`config.mk`:
```
export PLATFORM = sky130hd
export DESIGN_NAME = alu_dec_stage_flat
export DESIGN_NICKNAME = d
export VERILOG_FILES = /design/src/rtl/alu_dec_stage_pkg.sv /design/src/rtl/alu_dec_stage_if.sv /design/src/rtl/alu_dec_stage_imm_gen.sv /design/src/rtl/alu_dec_stage.sv /design/src/flat_wrapper.sv
export SDC_FILE = /design/constraint.sdc
export NUM_CORES = 1
export LEC_CHECK = 0
export CAP_MARGIN = 10
export CORE_ASPECT_RATIO = 1.75
export CORE_MARGIN = 2
export CORE_UTILIZATION = 39
export DETAILED_ROUTE_END_ITERATION = 16
export PLACE_DENSITY_LB_ADDON = 0.15
export SYNTH_ARGS = -nofsm -noshare
export SYNTH_HDL_FRONTEND = slang
export SYNTH_SLANG_ARGS = --single-unit
export TNS_END_PERCENT = 20
```
`constraint.sdc`:
```
create_clock -name clk -period 2.7 [get_ports clk]
set_clock_uncertainty 0.15 [all_clocks]
set_input_delay 0.405 -clock clk [delete_from_list [all_inputs] [get_ports clk]]
set_output_delay 0.405 -clock clk [all_outputs]
set_load 0.005 [all_outputs]
```
`src/rtl/alu_dec_stage_pkg.sv`:
```
// Shared ALU / decode definitions: widths, ALU op codes, RV32I opcodes,
// operand-select codes and the registered decode payload.
package alu_dec_stage_pkg;

  localparam int unsigned CPU_WIDTH    = 32;
  localparam int unsigned INST_WIDTH   = 32;
  localparam int unsigned ALU_OP_WIDTH = 4;
  localparam int unsigned REG_AW       = 5;

  typedef enum logic [ALU_OP_WIDTH-1:0] {
    ALU_ADD  = 4'd0,
    ALU_SUB  = 4'd1,
    ALU_SLL  = 4'd2,
    ALU_SLT  = 4'd3,
    ALU_SLTU = 4'd4,
    ALU_XOR  = 4'd5,
    ALU_SRL  = 4'd6,
    ALU_SRA  = 4'd7,
    ALU_OR   = 4'd8,
    ALU_AND  = 4'd9,
    ALU_EQU  = 4'd10
  } alu_op_e;

  localparam logic [6:0] OPC_LUI    = 7'b0110111;
  localparam logic [6:0] OPC_AUIPC  = 7'b0010111;
  localparam logic [6:0] OPC_JAL    = 7'b1101111;
  localparam logic [6:0] OPC_JALR   = 7'b1100111;
  localparam logic [6:0] OPC_BRANCH = 7'b1100011;
  localparam logic [6:0] OPC_LOAD   = 7'b0000011;
  localparam logic [6:0] OPC_STORE  = 7'b0100011;
  localparam logic [6:0] OPC_OP_IMM = 7'b0010011;
  localparam logic [6:0] OPC_OP     = 7'b0110011;

  localparam logic [1:0] SRC1_RS1  = 2'd0;
  localparam logic [1:0] SRC1_PC   = 2'd1;
  localparam logic [1:0] SRC1_ZERO = 2'd2;
  localparam logic       SRC2_RS2  = 1'b0;
  localparam logic       SRC2_IMM  = 1'b1;

  typedef struct packed {
    alu_op_e               alu_op;
    logic [1:0]            src1_sel;
    logic                  src2_sel;
    logic [CPU_WIDTH-1:0]  imm;
    logic [REG_AW-1:0]     rs1;
    logic [REG_AW-1:0]     rs2;
    logic [REG_AW-1:0]     rd;
    logic                  rd_wen;
    logic                  br;
    logic                  br_inv;
    logic [CPU_WIDTH-1:0]  pc;
  } dec_t;

endpackage

```
`src/rtl/alu_dec_stage_if.sv`:
```
// Decode-stage bus: upstream valid/ready instruction input, downstream
// valid/ready decoded ALU control output, plus flush.
// master = producer/consumer side (bench or neighbour stages), slave = decode stage.
interface alu_dec_stage_if;
  import alu_dec_stage_pkg::*;

  logic                    flush;
  logic                    in_valid;
  logic                    in_ready;
  logic [INST_WIDTH-1:0]   in_inst;
  logic [CPU_WIDTH-1:0]    in_pc;
  logic                    out_valid;
  logic                    out_ready;
  logic [ALU_OP_WIDTH-1:0] out_alu_op;
  logic [1:0]              out_src1_sel;
  logic                    out_src2_sel;
  logic [CPU_WIDTH-1:0]    out_imm;
  logic [REG_AW-1:0]       out_rs1;
  logic [REG_AW-1:0]       out_rs2;
  logic [REG_AW-1:0]       out_rd;
  logic                    out_rd_wen;
  logic                    out_br;
  logic                    out_br_inv;
  logic [CPU_WIDTH-1:0]    out_pc;
  logic                    out_illegal;

  modport slave (
    input  flush, in_valid, in_inst, in_pc, out_ready,
    output in_ready, out_valid, out_alu_op, out_src1_sel, out_src2_sel,
           out_imm, out_rs1, out_rs2, out_rd, out_rd_wen, out_br,
           out_br_inv, out_pc, out_illegal
  );

  modport master (
    output flush, in_valid, in_inst, in_pc, out_ready,
    input  in_ready, out_valid, out_alu_op, out_src1_sel, out_src2_sel,
           out_imm, out_rs1, out_rs2, out_rd, out_rd_wen, out_br,
           out_br_inv, out_pc, out_illegal
  );

endinterface

```
`src/rtl/alu_dec_stage_imm_gen.sv`:
```
// imm_gen: combinational RV32I immediate extraction (I/S/B/U/J), sign bit inst[31].
// Ports: inst (instruction word) in, imm (sign-extended immediate) out.
// Opcodes without an immediate yield zero.
module imm_gen
  import alu_dec_stage_pkg::*;
(
  input  logic [INST_WIDTH-1:0] inst,
  output logic [CPU_WIDTH-1:0]  imm
);

  always_comb begin
    imm = '0;
    case (inst[6:0])
      OPC_OP_IMM, OPC_LOAD, OPC_JALR:
        imm = {{20{inst[31]}}, inst[31:20]};
      OPC_STORE:
        imm = {{20{inst[31]}}, inst[31:25], inst[11:7]};
      OPC_BRANCH:
        imm = {{19{inst[31]}}, inst[31], inst[7], inst[30:25], inst[11:8], 1'b0};
      OPC_LUI, OPC_AUIPC:
        imm = {inst[31:12], 12'b0};
      OPC_JAL:
        imm = {{11{inst[31]}}, inst[31], inst[19:12], inst[20], inst[30:21], 1'b0};
      default:
        imm = '0;
    endcase
  end

endmodule

```
`src/rtl/alu_dec_stage.sv`:
```
// alu_dec_stage: decodes an RV32I instruction into ALU controls and holds the
// result in a one-entry valid/ready pipeline register (1-cycle latency).
// Ports: clk, rst (async, active-high), bus (alu_dec_stage_if.slave).
// Optional: define ALU_DEC_ILLEGAL_CHK_EN to flag illegal encodings on out_illegal.
module alu_dec_stage
  import alu_dec_stage_pkg::*;
(
  input  logic             clk,
  input  logic             rst,
  alu_dec_stage_if.slave   bus
);

  logic [6:0]           opcode;
  logic [2:0]           funct3;
  logic [6:0]           funct7;
  logic [CPU_WIDTH-1:0] imm_c;
  logic                 rd_wen_raw;
  logic                 accept;
  dec_t                 dec_c;
  dec_t                 dec_q;
  logic                 valid_q;

  assign opcode = bus.in_inst[6:0];
  assign funct3 = bus.in_inst[14:12];
  assign funct7 = bus.in_inst[31:25];

  imm_gen u_imm_gen (
    .inst (bus.in_inst),
    .imm  (imm_c)
  );

  // Instruction decode; unknown opcodes fall through as an ADD with no side effects.
  always_comb begin
    dec_c          = '0;
    dec_c.alu_op   = ALU_ADD;
    dec_c.src1_sel = SRC1_RS1;
    dec_c.src2_sel = SRC2_RS2;
    dec_c.imm      = imm_c;
    dec_c.rs1      = bus.in_inst[19:15];
    dec_c.rs2      = bus.in_inst[24:20];
    dec_c.rd       = bus.in_inst[11:7];
    dec_c.pc       = bus.in_pc;
    rd_wen_raw     = 1'b0;
    case (opcode)
      OPC_OP_IMM, OPC_OP: begin
        rd_wen_raw     = 1'b1;
        dec_c.src2_sel = (opcode == OPC_OP_IMM) ? SRC2_IMM : SRC2_RS2;
        case (funct3)
          3'b000: dec_c.alu_op = (opcode == OPC_OP && funct7[5]) ? ALU_SUB : ALU_ADD;
          3'b001: dec_c.alu_op = ALU_SLL;
          3'b010: dec_c.alu_op = ALU_SLT;
          3'b011: dec_c.alu_op = ALU_SLTU;
          3'b100: dec_c.alu_op = ALU_XOR;
          3'b101: dec_c.alu_op = funct7[5] ? ALU_SRA : ALU_SRL;
          3'b110: dec_c.alu_op = ALU_OR;
          3'b111: dec_c.alu_op = ALU_AND;
          default: dec_c.alu_op = ALU_ADD;
        endcase
      end
      OPC_BRANCH: begin
        // funct3[0] selects the inverted sense (BNE/BGE/BGEU); 010/011 reserved -> NOP
        dec_c.br_inv = funct3[0];
        dec_c.br     = 1'b1;
        case (funct3[2:1])
          2'b00:   dec_c.alu_op = ALU_EQU;
          2'b10:   dec_c.alu_op = ALU_SLT;
          2'b11:   dec_c.alu_op = ALU_SLTU;
          default: begin
            dec_c.alu_op = ALU_ADD;
            dec_c.br     = 1'b0;
            dec_c.br_inv = 1'b0;
          end
        endcase
      end
      OPC_LUI: begin
        rd_wen_raw     = 1'b1;
        dec_c.src1_sel = SRC1_ZERO;
        dec_c.src2_sel = SRC2_IMM;
      end
      OPC_AUIPC, OPC_JAL: begin
        rd_wen_raw     = 1'b1;
        dec_c.src1_sel = SRC1_PC;
        dec_c.src2_sel = SRC2_IMM;
      end
      OPC_LOAD, OPC_JALR: begin
        rd_wen_raw     = 1'b1;
        dec_c.src2_sel = SRC2_IMM;
      end
      OPC_STORE: begin
        dec_c.src2_sel = SRC2_IMM;
      end
      default: ;
    endcase
    dec_c.rd_wen = rd_wen_raw && (dec_c.rd != 5'd0);
  end

  assign bus.in_ready = !valid_q || bus.out_ready;
  assign accept       = bus.in_valid && bus.in_ready;

  // Pipeline register: flush beats load, load beats drain.
  always_ff @(posedge clk or posedge rst) begin
    if (rst) begin
      valid_q <= 1'b0;
      dec_q   <= '0;
    end else if (bus.flush) begin
      valid_q <= 1'b0;
    end else if (accept) begin
      valid_q <= 1'b1;
      dec_q   <= dec_c;
    end else if (bus.out_ready) begin
      valid_q <= 1'b0;
    end
  end

  assign bus.out_valid    = valid_q;
  assign bus.out_alu_op   = dec_q.alu_op;
  assign bus.out_src1_sel = dec_q.src1_sel;
  assign bus.out_src2_sel = dec_q.src2_sel;
  assign bus.out_imm      = dec_q.imm;
  assign bus.out_rs1      = dec_q.rs1;
  assign bus.out_rs2      = dec_q.rs2;
  assign bus.out_rd       = dec_q.rd;
  assign bus.out_rd_wen   = dec_q.rd_wen;
  assign bus.out_br       = dec_q.br;
  assign bus.out_br_inv   = dec_q.br_inv;
  assign bus.out_pc       = dec_q.pc;

`ifdef ALU_DEC_ILLEGAL_CHK_EN
  logic illegal_c;
  logic illegal_q;

  // Flags unknown opcodes, bad funct7 on OP / shift-imm, and reserved branch funct3.
  always_comb begin
    illegal_c = 1'b0;
    case (opcode)
      OPC_OP:
        illegal_c = !((funct7 == 7'b0000000) ||
                      (funct7 == 7'b0100000 && (funct3 == 3'b000 || funct3 == 3'b101)));
      OPC_OP_IMM: begin
        if (funct3 == 3'b001)
          illegal_c = (funct7 != 7'b0000000);
        else if (funct3 == 3'b101)
          illegal_c = (funct7 != 7'b0000000) && (funct7 != 7'b0100000);
      end
      OPC_BRANCH:
        illegal_c = (funct3[2:1] == 2'b01);
      OPC_LUI, OPC_AUIPC, OPC_JAL, OPC_JALR, OPC_LOAD, OPC_STORE:
        illegal_c = 1'b0;
      default:
        illegal_c = 1'b1;
    endcase
  end

  always_ff @(posedge clk or posedge rst) begin
    if (rst) begin
      illegal_q <= 1'b0;
    end else if (!bus.flush && accept) begin
      illegal_q <= illegal_c;
    end
  end

  assign bus.out_illegal = illegal_q;
`else
  assign bus.out_illegal = 1'b0;
`endif

endmodule

```
`src/flat_wrapper.sv`:
```
// flat-port wrapper written by rule: the top's interface ports become plain ports
module alu_dec_stage_flat import alu_dec_stage_pkg::*;
  (clk, rst, bus_flush, bus_in_valid, bus_in_inst, bus_in_pc, bus_out_ready, bus_in_ready, bus_out_valid, bus_out_alu_op, bus_out_src1_sel, bus_out_src2_sel, bus_out_imm, bus_out_rs1, bus_out_rs2, bus_out_rd, bus_out_rd_wen, bus_out_br, bus_out_br_inv, bus_out_pc, bus_out_illegal);
  alu_dec_stage_if bus_i ();
  input  logic clk;
  input  logic rst;
  input wire logic [$bits(bus_i.flush)-1:0] bus_flush;
  input wire logic [$bits(bus_i.in_valid)-1:0] bus_in_valid;
  input wire logic [$bits(bus_i.in_inst)-1:0] bus_in_inst;
  input wire logic [$bits(bus_i.in_pc)-1:0] bus_in_pc;
  input wire logic [$bits(bus_i.out_ready)-1:0] bus_out_ready;
  output wire logic [$bits(bus_i.in_ready)-1:0] bus_in_ready;
  output wire logic [$bits(bus_i.out_valid)-1:0] bus_out_valid;
  output wire logic [$bits(bus_i.out_alu_op)-1:0] bus_out_alu_op;
  output wire logic [$bits(bus_i.out_src1_sel)-1:0] bus_out_src1_sel;
  output wire logic [$bits(bus_i.out_src2_sel)-1:0] bus_out_src2_sel;
  output wire logic [$bits(bus_i.out_imm)-1:0] bus_out_imm;
  output wire logic [$bits(bus_i.out_rs1)-1:0] bus_out_rs1;
  output wire logic [$bits(bus_i.out_rs2)-1:0] bus_out_rs2;
  output wire logic [$bits(bus_i.out_rd)-1:0] bus_out_rd;
  output wire logic [$bits(bus_i.out_rd_wen)-1:0] bus_out_rd_wen;
  output wire logic [$bits(bus_i.out_br)-1:0] bus_out_br;
  output wire logic [$bits(bus_i.out_br_inv)-1:0] bus_out_br_inv;
  output wire logic [$bits(bus_i.out_pc)-1:0] bus_out_pc;
  output wire logic [$bits(bus_i.out_illegal)-1:0] bus_out_illegal;
  assign bus_i.flush = bus_flush;
  assign bus_i.in_valid = bus_in_valid;
  assign bus_i.in_inst = bus_in_inst;
  assign bus_i.in_pc = bus_in_pc;
  assign bus_i.out_ready = bus_out_ready;
  assign bus_in_ready = bus_i.in_ready;
  assign bus_out_valid = bus_i.out_valid;
  assign bus_out_alu_op = bus_i.out_alu_op;
  assign bus_out_src1_sel = bus_i.out_src1_sel;
  assign bus_out_src2_sel = bus_i.out_src2_sel;
  assign bus_out_imm = bus_i.out_imm;
  assign bus_out_rs1 = bus_i.out_rs1;
  assign bus_out_rs2 = bus_i.out_rs2;
  assign bus_out_rd = bus_i.out_rd;
  assign bus_out_rd_wen = bus_i.out_rd_wen;
  assign bus_out_br = bus_i.out_br;
  assign bus_out_br_inv = bus_i.out_br_inv;
  assign bus_out_pc = bus_i.out_pc;
  assign bus_out_illegal = bus_i.out_illegal;
  alu_dec_stage u_core (.clk(clk), .rst(rst), .bus(bus_i));
endmodule
```
### Word level (Yosys, flattened, before mapping)

Cells that the tools add are included.
Widths: inputs -> output; s select.

* input bits: 69
* register bits: 90
* logic and storage cells: 63
* output and inout bits: 92

* reduce and logical (&&, ||, !) cells: 17
* muxes and demuxes: 15
* equal/unequal tests: 18
* bitwise gates (word level): 1

Operators with widths (number)
* $pmux 32 s5: 1
* $pmux 4 s8: 1
* $eq 7x6->1 const B: 3
* $eq 7x7->1 const B: 3
* $eq 7x5->1 const B: 2
* $eq 3x3->1 const B: 4
* $pmux 4 s3: 1
* $pmux 4 s2: 1
* $eq 7x2->1 const B: 1
* $mux 1: 7
* $reduce_or 7->1: 1
* $eq 3x2->1 const B: 2
* $reduce_or 2->1: 3
* $reduce_or 3->1: 2
* $reduce_or 6->1: 1
* $reduce_bool 5->1: 1
* $eq 2x2->1 const B: 2
* $mux 2: 2
* $pmux 2 s2: 1
* $eq 3x1->1 const B: 1
* $logic_and 1x1->1: 3
* $logic_not 3->1: 1
* $reduce_bool 3->1: 1
* $logic_not 2->1: 1
* other kinds (5): 5

### Logic depth before layout (Yosys ltp)

Gate-level depths: netlist of the first run.

* depth in word-level cells: 5
* mapped depth: 7

### By module

From an unflattened synthesis of the first run, not the netlist that was laid out.

* cell total of the unflattened synthesis: 498
* area, all modules: 4249.1 um2

Modules (own cells, without submodules)
* alu_dec_stage: times used 1, cells an instance 419, area each 3702.3 um2
* imm_gen: times used 1, cells an instance 79, area each 546.8 um2

### Worst setup path before layout of the first run

No wires, ideal clock.

* path type: input -> register
* from: in bus_in_inst[3]
* to: reg u_core.dec_q, in the netlist u_core.bus.out_imm[5]
* arrival time: 1430 ps
* required time: 2429 ps
* library setup time: 121 ps
* path buffers: 2
* stages: 6
* path slack: 999 ps
* path through: buf_6 > and4bb_2 > a22o_4 > and2_4 > buf_6 > a22o_1

* word-level cells in the longest chain between the ends: 3
* elaborated cells on any way between the ends: 11
* those cells by class: eq/ne (8); mux (1); reduce/logical (2)

RTL lines
* start, declared: RTL line flat_wrapper.sv:9 `input wire logic [$bits(bus_i.in_inst)-1:0] bus_in_inst;`
* $eq 7x2->1, or another cell as far along: RTL line alu_dec_stage_imm_gen.sv:13 `case (inst[6:0])`
* $reduce_or 3->1 or $reduce_or 2->1 (tied branches): RTL line alu_dec_stage_imm_gen.sv:13
* $pmux 32 s5 *: RTL line alu_dec_stage_imm_gen.sv:13
* end signal, assigned: RTL line alu_dec_stage.sv:104 `dec_q <= '0;`
* end signal, assigned: RTL line alu_dec_stage.sv:109 `dec_q <= dec_c;`
* end, declared: RTL line alu_dec_stage.sv:20 `dec_t dec_q;`

Mark *: on every way between the ends. The rest lies on a longest branch, timed or not.
A chain may end at the register's enable or synchronous reset.

### Final worst setup path of the first run

* from: in bus_out_ready
* to: out bus_in_ready

* word-level cells in the longest chain between the ends: 1

RTL lines
* start, declared: RTL line flat_wrapper.sv:11 `input wire logic [$bits(bus_i.out_ready)-1:0] bus_out_ready;`
* $logic_or 1x1->1: RTL line alu_dec_stage.sv:97 `assign bus.in_ready = !valid_q || bus.out_ready;`
* end, declared: RTL line flat_wrapper.sv:12 `output wire logic [$bits(bus_i.in_ready)-1:0] bus_in_ready;`

No other way between the ends.

==> reports/metrics.cfg, run 1 <==
[synth]
post_synth.cell_area_avg_um2=9.136
synthesis.nets=500
yosysSeqAreaShare=0.5720
synth_area_um2=3938
ys_top_cells_by_count=166 x nand2_1, 90 x dfrtp_1, 29 x nor2_1, 26 x nand3_1, 18 x o21ai_0
yosysWarningCount=0
synth_top_area_frac=0.5720
syn_inst=431
yosysTopAreaCell=dfrtp_1
synth_edf_count=0
ys_types=46
async_flop_share=1.000
yosysMostFrequentCell=nand2_1
ys.flop_type=dfrtp_1
synth_area_leaders=dfrtp_1 57%, nand2_1 16%, nand3_1 3.3%
ys_ff_latch=90

[timing]
fmax_mhz=472.1
maxSlewHeadroom=0.6061
rsz0062_at_grt=false
setup_tns_ns=0
min_period_ns=2.118
tightest_slew_ns=0.5891
setup_violations=0
drv_slew=0
hold_viol_final=0
period_share=0.7846

[finish]
fin_cells=717
fillers=872
postLayoutCellArea_um2=5983
num_antenna_cells=0
drive_gt1_frac=0.07264
nets=656
syn_to_final_growth_pct=51.95

[power_and_ir_drop]
power_density_nw_per_um2=581.8
power_mw=3.481
leakagePower_nw=2.737
ir_drop_uv=354.0

[floorplan]
die_h_um=136.9
die_w_um=79.96
rows=48
initial_core_util=0.3998
core_um2=9849
dieArea_um2=10950
io_pins=161

[detailed_routing]
routedWlPerCell_um=15.20
vias=3590
ant_nets=0
totalWireLength_um=10900
drt_pass1_iterations=4
vias_per_cell=5.007
drt-initial-drc-count=235
drc_errors=0

[global_routing]
overflow=0
grt_pass1_wl_um=17710
groute.usage.overall=0.2063
grt_pass1_vias=3584
antenna_found_initial=0
grt_max_degree=49

[placed_design]
io_buffers=159
placed_area_um2=5694
place_inst=701
hpwl_um=8041
gp_congestion=0.8076

[cts]
clk_path_buf_depth=2
cts_root_buf=clkbuf_16
cts_tree=built
cts_buffers=9
cts_resized=0
cts_max_level=3
cts_hold_buffers=0
cts.clk_slew.worst_paths_ns=0.06
post_cts_buffers=0
clock-sinks=90
clk_latency_ns=0.34

[setup_path]
critPathRequiredTime_ns=2.14
cp-end-kind=primary output
critPathKind=in -> out
start_kind=input pin
cp_max_fo=3
worstPathArrival_ns=1.56

[hold_path]
hp-class=reg -> reg

[outcome]
status=complete, no violations

[flow_run]
drv_cap=0

==> sequential cells by signal, indices dropped and copies added (netlist names), 2 cells and up <==
name and flops:
u_core.bus.out_pc 32, u_core.bus.out_rs1 5, u_core.bus.out_imm 32, u_core.bus.out_src1_sel 2
u_core.bus.out_alu_op 4, u_core.bus.out_rs2 5, u_core.bus.out_rd 5
==> critical path, stage by stage <==
cell,delay [ns]
clkdlybuf4s50_1,0.40
nor2b_1,0.22
inv_1,0.08
clkdlybuf4s50_1,0.45
==> metrics by stage <==
| stage | hold WS [ns] | util | worst slack, ns |
|---|---|---|---|
| 4_1_cts | 0.3282 | 0.6075 | 0.5698 |
| 2_1_floorplan | 0.3128 | - | 0.9986 |
| 3_3_place_gp | 0.3082 | 0.5781 | 0.3710 |
| 6_report | 0.3231 | 0.6075 | 0.5816 |
| 5_1_grt | 0.3493 | 0.6075 | 0.4831 |
| 3_5_place_dp | 0.3112 | 0.5781 | 0.3016 |
==> per-layer routing <==
metal	GRT usage	part of all wire	wire length [um]	vias up
met5	0	0	0	-
met2	0.3449	0.51	5597	128
met1	0.2543	0.41	4433	1692
met3	0.04222	0.053	576	20
met4	0.09322	0.027	289	0
li1	-	-	-	1750
==> cell families (layout without fill, tap and decap cells) <==
group | Yosys count | after routing | share of synthesized area
AOI/OAI and AO/OA | 56 | 56 | 0.1030
other | 1 | 1 | 0.0009524
muxes | 2 | 2 | 0.005084
DFF | 90 | 90 | 0.5720
buffers and inverters | 32 | 193 | 0.04099
and+or+nand+nor | 250 | 250 | 0.2780
==> report_power, final <==
| part | switching (mW) | internal, mW |
|---|---|---|
| combinational | 0.293 | 0.432 |
| sequential | 0.0774 | 1.49 |
| clock | 0.526 | 0.660 |
| total | 0.896 | 2.59 |
==> path summary, 6_finish.rpt <==
path,end,cells after the start,start,slack [ns]
worst max-delay path,bus_in_ready,4,bus_out_ready,0.58
worst min-delay path,u_core.bus.out_pc[20],2,u_core.bus.out_pc[20],0.32
worst max register to register,u_core.bus.out_imm[1],6,u_core.bus.out_valid,0.71
worst min register to register,u_core.bus.out_pc[20],2,u_core.bus.out_pc[20],0.32
max in group asynchronous,u_core.bus.out_pc[26],3,rst,1.51
min in group asynchronous,u_core.bus.out_pc[6],2,rst,0.33
==> layout by cell type (no fill, tap or decap), types with 3 or more instances in the layout <==
cell type / n
a211oi_1: 9
a21oi_1: 6
a221oi_1: 5
a22o_1: 6
a31oi_1: 3
buf_12: 3
buf_4: 12
clkbuf_16: 9
clkdlybuf4s50_1: 159
dfrtp_1: 90
nand2_1: 166
nand2b_1: 3
nand3_1: 26
nand3b_1: 3
nor2_1: 29
nor2b_1: 3
nor3_1: 3
o21ai_0: 18
==> final cells by class <==
type | instances | area, um^2 | area share
flip-flops and latches | 90 | 2252 | 0.3764
well taps | 125 | 156.4 | 0.02614
multi-input cells | 309 | 1529 | 0.2555
clock buffers | 10 | 239.0 | 0.03994
clock inverters | 6 | 50.05 | 0.008365
inverters | 3 | 15.01 | 0.002509
repair buffers | 174 | 1742 | 0.2911
Note: power is estimated with default switching activity, not from simulation.
==> inputs of run 2 (changes only) <==
--- a/config.mk
+++ b/config.mk
@@ -8,7 +8,7 @@
 export CAP_MARGIN = 10
 export CORE_ASPECT_RATIO = 1.75
 export CORE_MARGIN = 2
-export CORE_UTILIZATION = 39
+export CORE_UTILIZATION = 43
 export DETAILED_ROUTE_END_ITERATION = 16
 export PLACE_DENSITY_LB_ADDON = 0.15
 export SYNTH_ARGS = -nofsm -noshare
==> constraint.sdc (replaced) <==
create_clock -name clk -period 2 [get_ports clk]
set_clock_uncertainty 0.15 [all_clocks]
set_input_delay 0.3 -clock clk [delete_from_list [all_inputs] [get_ports clk]]
set_output_delay 0.3 -clock clk [all_outputs]
set_load 0.005 [all_outputs]
==> reports/metrics.cfg, run 2 (synthesized netlist as in run 1, its figures left out) <==
[outcome]
status=complete, no violations

[cts]
cts_hold_buffers=0  ; unchanged
cts_buffers=9  ; unchanged
cts_tree=built
cts.clk_slew.worst_paths_ns=0.07  ; about the same
clk_path_buf_depth=2  ; unchanged
clock-sinks=90  ; unchanged
cts_root_buf=clkbuf_16
cts_resized=0  ; unchanged
cts_max_level=3  ; unchanged
clk_latency_ns=0.34  ; about the same
post_cts_buffers=0  ; unchanged

[floorplan]
die_h_um=130.6  ; -4.6%
die_w_um=76.34  ; -4.5%
initial_core_util=0.4385  ; +0.03877
io_pins=161  ; unchanged
core_um2=8979  ; -8.8%
dieArea_um2=9969  ; -8.9%
rows=46  ; -4.2%

[global_routing]
antenna_found_initial=0  ; unchanged
overflow=0  ; unchanged
grt_pass1_wl_um=18640  ; +5.3%
grt_max_degree=41  ; -16%
groute.usage.overall=0.2376  ; +0.03129
grt_pass1_vias=3827  ; +6.8%

[finish]
layout_commonest_cell=nand2_1
num_antenna_cells=0  ; unchanged
fillers=728  ; -17%
final_core_utilization=0.6979  ; +0.09041
nets=679  ; +3.5%
syn_to_final_growth_pct=59.14
drive_gt1_frac=0.1089  ; +0.03631
postLayoutCellArea_um2=6266  ; +4.7%
final_cell_mix=166 x nand2_1, 159 x clkdlybuf4s50_1, 90 x dfrtp_1
fin_cells=735  ; +2.5%

[placed_design]
placed_area_um2=5923  ; +4.0%
preCtsSetupSlack_ns=-0.3184  ; -0.6200 ns
hpwl_um=8529  ; +6.1%
gp_congestion=0.9208  ; +14%
place_inst=719  ; +2.6%
io_buffers=159  ; unchanged

[detailed_routing]
drt-initial-drc-count=192  ; -18%
drc_errors=0  ; unchanged
totalWireLength_um=11390  ; +4.5%
ant_nets=0  ; unchanged
drt_pass1_iterations=4  ; unchanged
vias_per_cell=5.098  ; +1.8%
routedWlPerCell_um=15.49  ; +1.9%
vias=3747  ; +4.4%

[setup_path]
max_stage_delay_ns=0.45  ; about the same
r2r-end=u_core.bus.out_imm[16]
cp-end-kind=primary output
critPathKind=reg -> out
rr_worst_depth=7  ; +1
worstPathArrival_ns=1.45  ; -0.11 ns
critPathRequiredTime_ns=1.55  ; -0.59 ns
start_kind=register
r2r_setup_slack_ns=0.35  ; -0.36 ns
slowest_stage=clkdlybuf4s50_1
path_buf_inv=2  ; -1
cp_max_fo=3  ; unchanged
cp_top_family=buffers and inverters
r2r_start=u_core.bus.out_valid
crit_path_cell_trace=nor2b_1 > inv_1 > clkdlybuf4s50_1

[flow_run]
drv_cap=0  ; unchanged

[timing]
period_share=0.9509
drv_slew=0  ; unchanged
fmax_mhz=525.8
hold_viol_final=0  ; unchanged
setup_violations=0  ; unchanged
rsz0062_at_grt=false
fin_ws_ns=0.09818  ; -0.4834 ns
min_period_ns=1.902
setup_tns_ns=0  ; unchanged

[power_and_ir_drop]
power_density_nw_per_um2=803.9  ; +38%
ir_drop_uv=600.3  ; +70%
leakagePower_nw=2.893  ; +5.7%

[hold_path]
hp-class=in -> async

run 2: cell types whose count changed in the layout (fill, tap and decap cells not counted), moves of 2 or more:
cell	change
bufinv_16	+2
buf_12	+5
buf_4	+18
clkinv_4	-2
run 2: final cells by class:
| class | count | area (um^2) | share of cell area |
|---|---|---|---|
| clock inverter | 5 | 82.58 | 0.01318 |
| multi-input combinational | 309 | 1536 | 0.2452 |
| clock buffer | 11 | 252.7 | 0.04034 |
| timing repair buffer | 197 | 1977 | 0.3155 |
| tap | 120 | 150.1 | 0.02396 |
| inverter | 3 | 15.01 | 0.002396 |
| sequential | 90 | 2252 | 0.3594 |
run 2: worst max path at each step:
stage,cells past startpoint,from,slack [ns],endpoint
after global placement,6,bus_in_inst[2],-0.18,u_core.bus.out_imm[2]
final,3,u_core.bus.out_valid,0.1,bus_in_ready
after floorplan,6,bus_in_inst[3],0.40,u_core.bus.out_imm[5]
after detailed placement,6,bus_in_inst[2],-0.32,u_core.bus.out_imm[4]
after global routing,6,bus_in_inst[5],0.01,u_core.bus.out_imm[4]
after CTS,6,bus_in_inst[2],0.04,u_core.bus.out_imm[4]
run 2: through the flow:
| stage | hold WS (ns) | power [mW] |
|---|---|---|
| floorplan | 0.2164 | 2.477 |
| detailed placement | 0.3088 | 3.196 |
| global placement | 0.3065 | 3.164 |
| global route | 0.1855 | 5.267 |
| CTS | 0.1627 | 5.073 |
| finish | 0.1486 | 5.037 |
run 2: routing by layer:
metal	vias to the layer above	track usage	wire, um
met3	30	0.05907	666
met1	1785	0.2714	4370
met5	-	0	0
met4	0	0.1080	386
met2	143	0.4222	5961
li1	1789	-	-
run 2: where the power goes:
part / internal (mW) / switching (mW) / leakage, nW / total (mW)
logic: 0.621 / 0.414 / 1.57 / 1.04
registers: 2.02 / 0.108 / 1.15 / 2.13
clock network: 1.17 / 0.708 / 0.167 / 1.88
total: 3.81 / 1.23 / 2.89 / 5.04
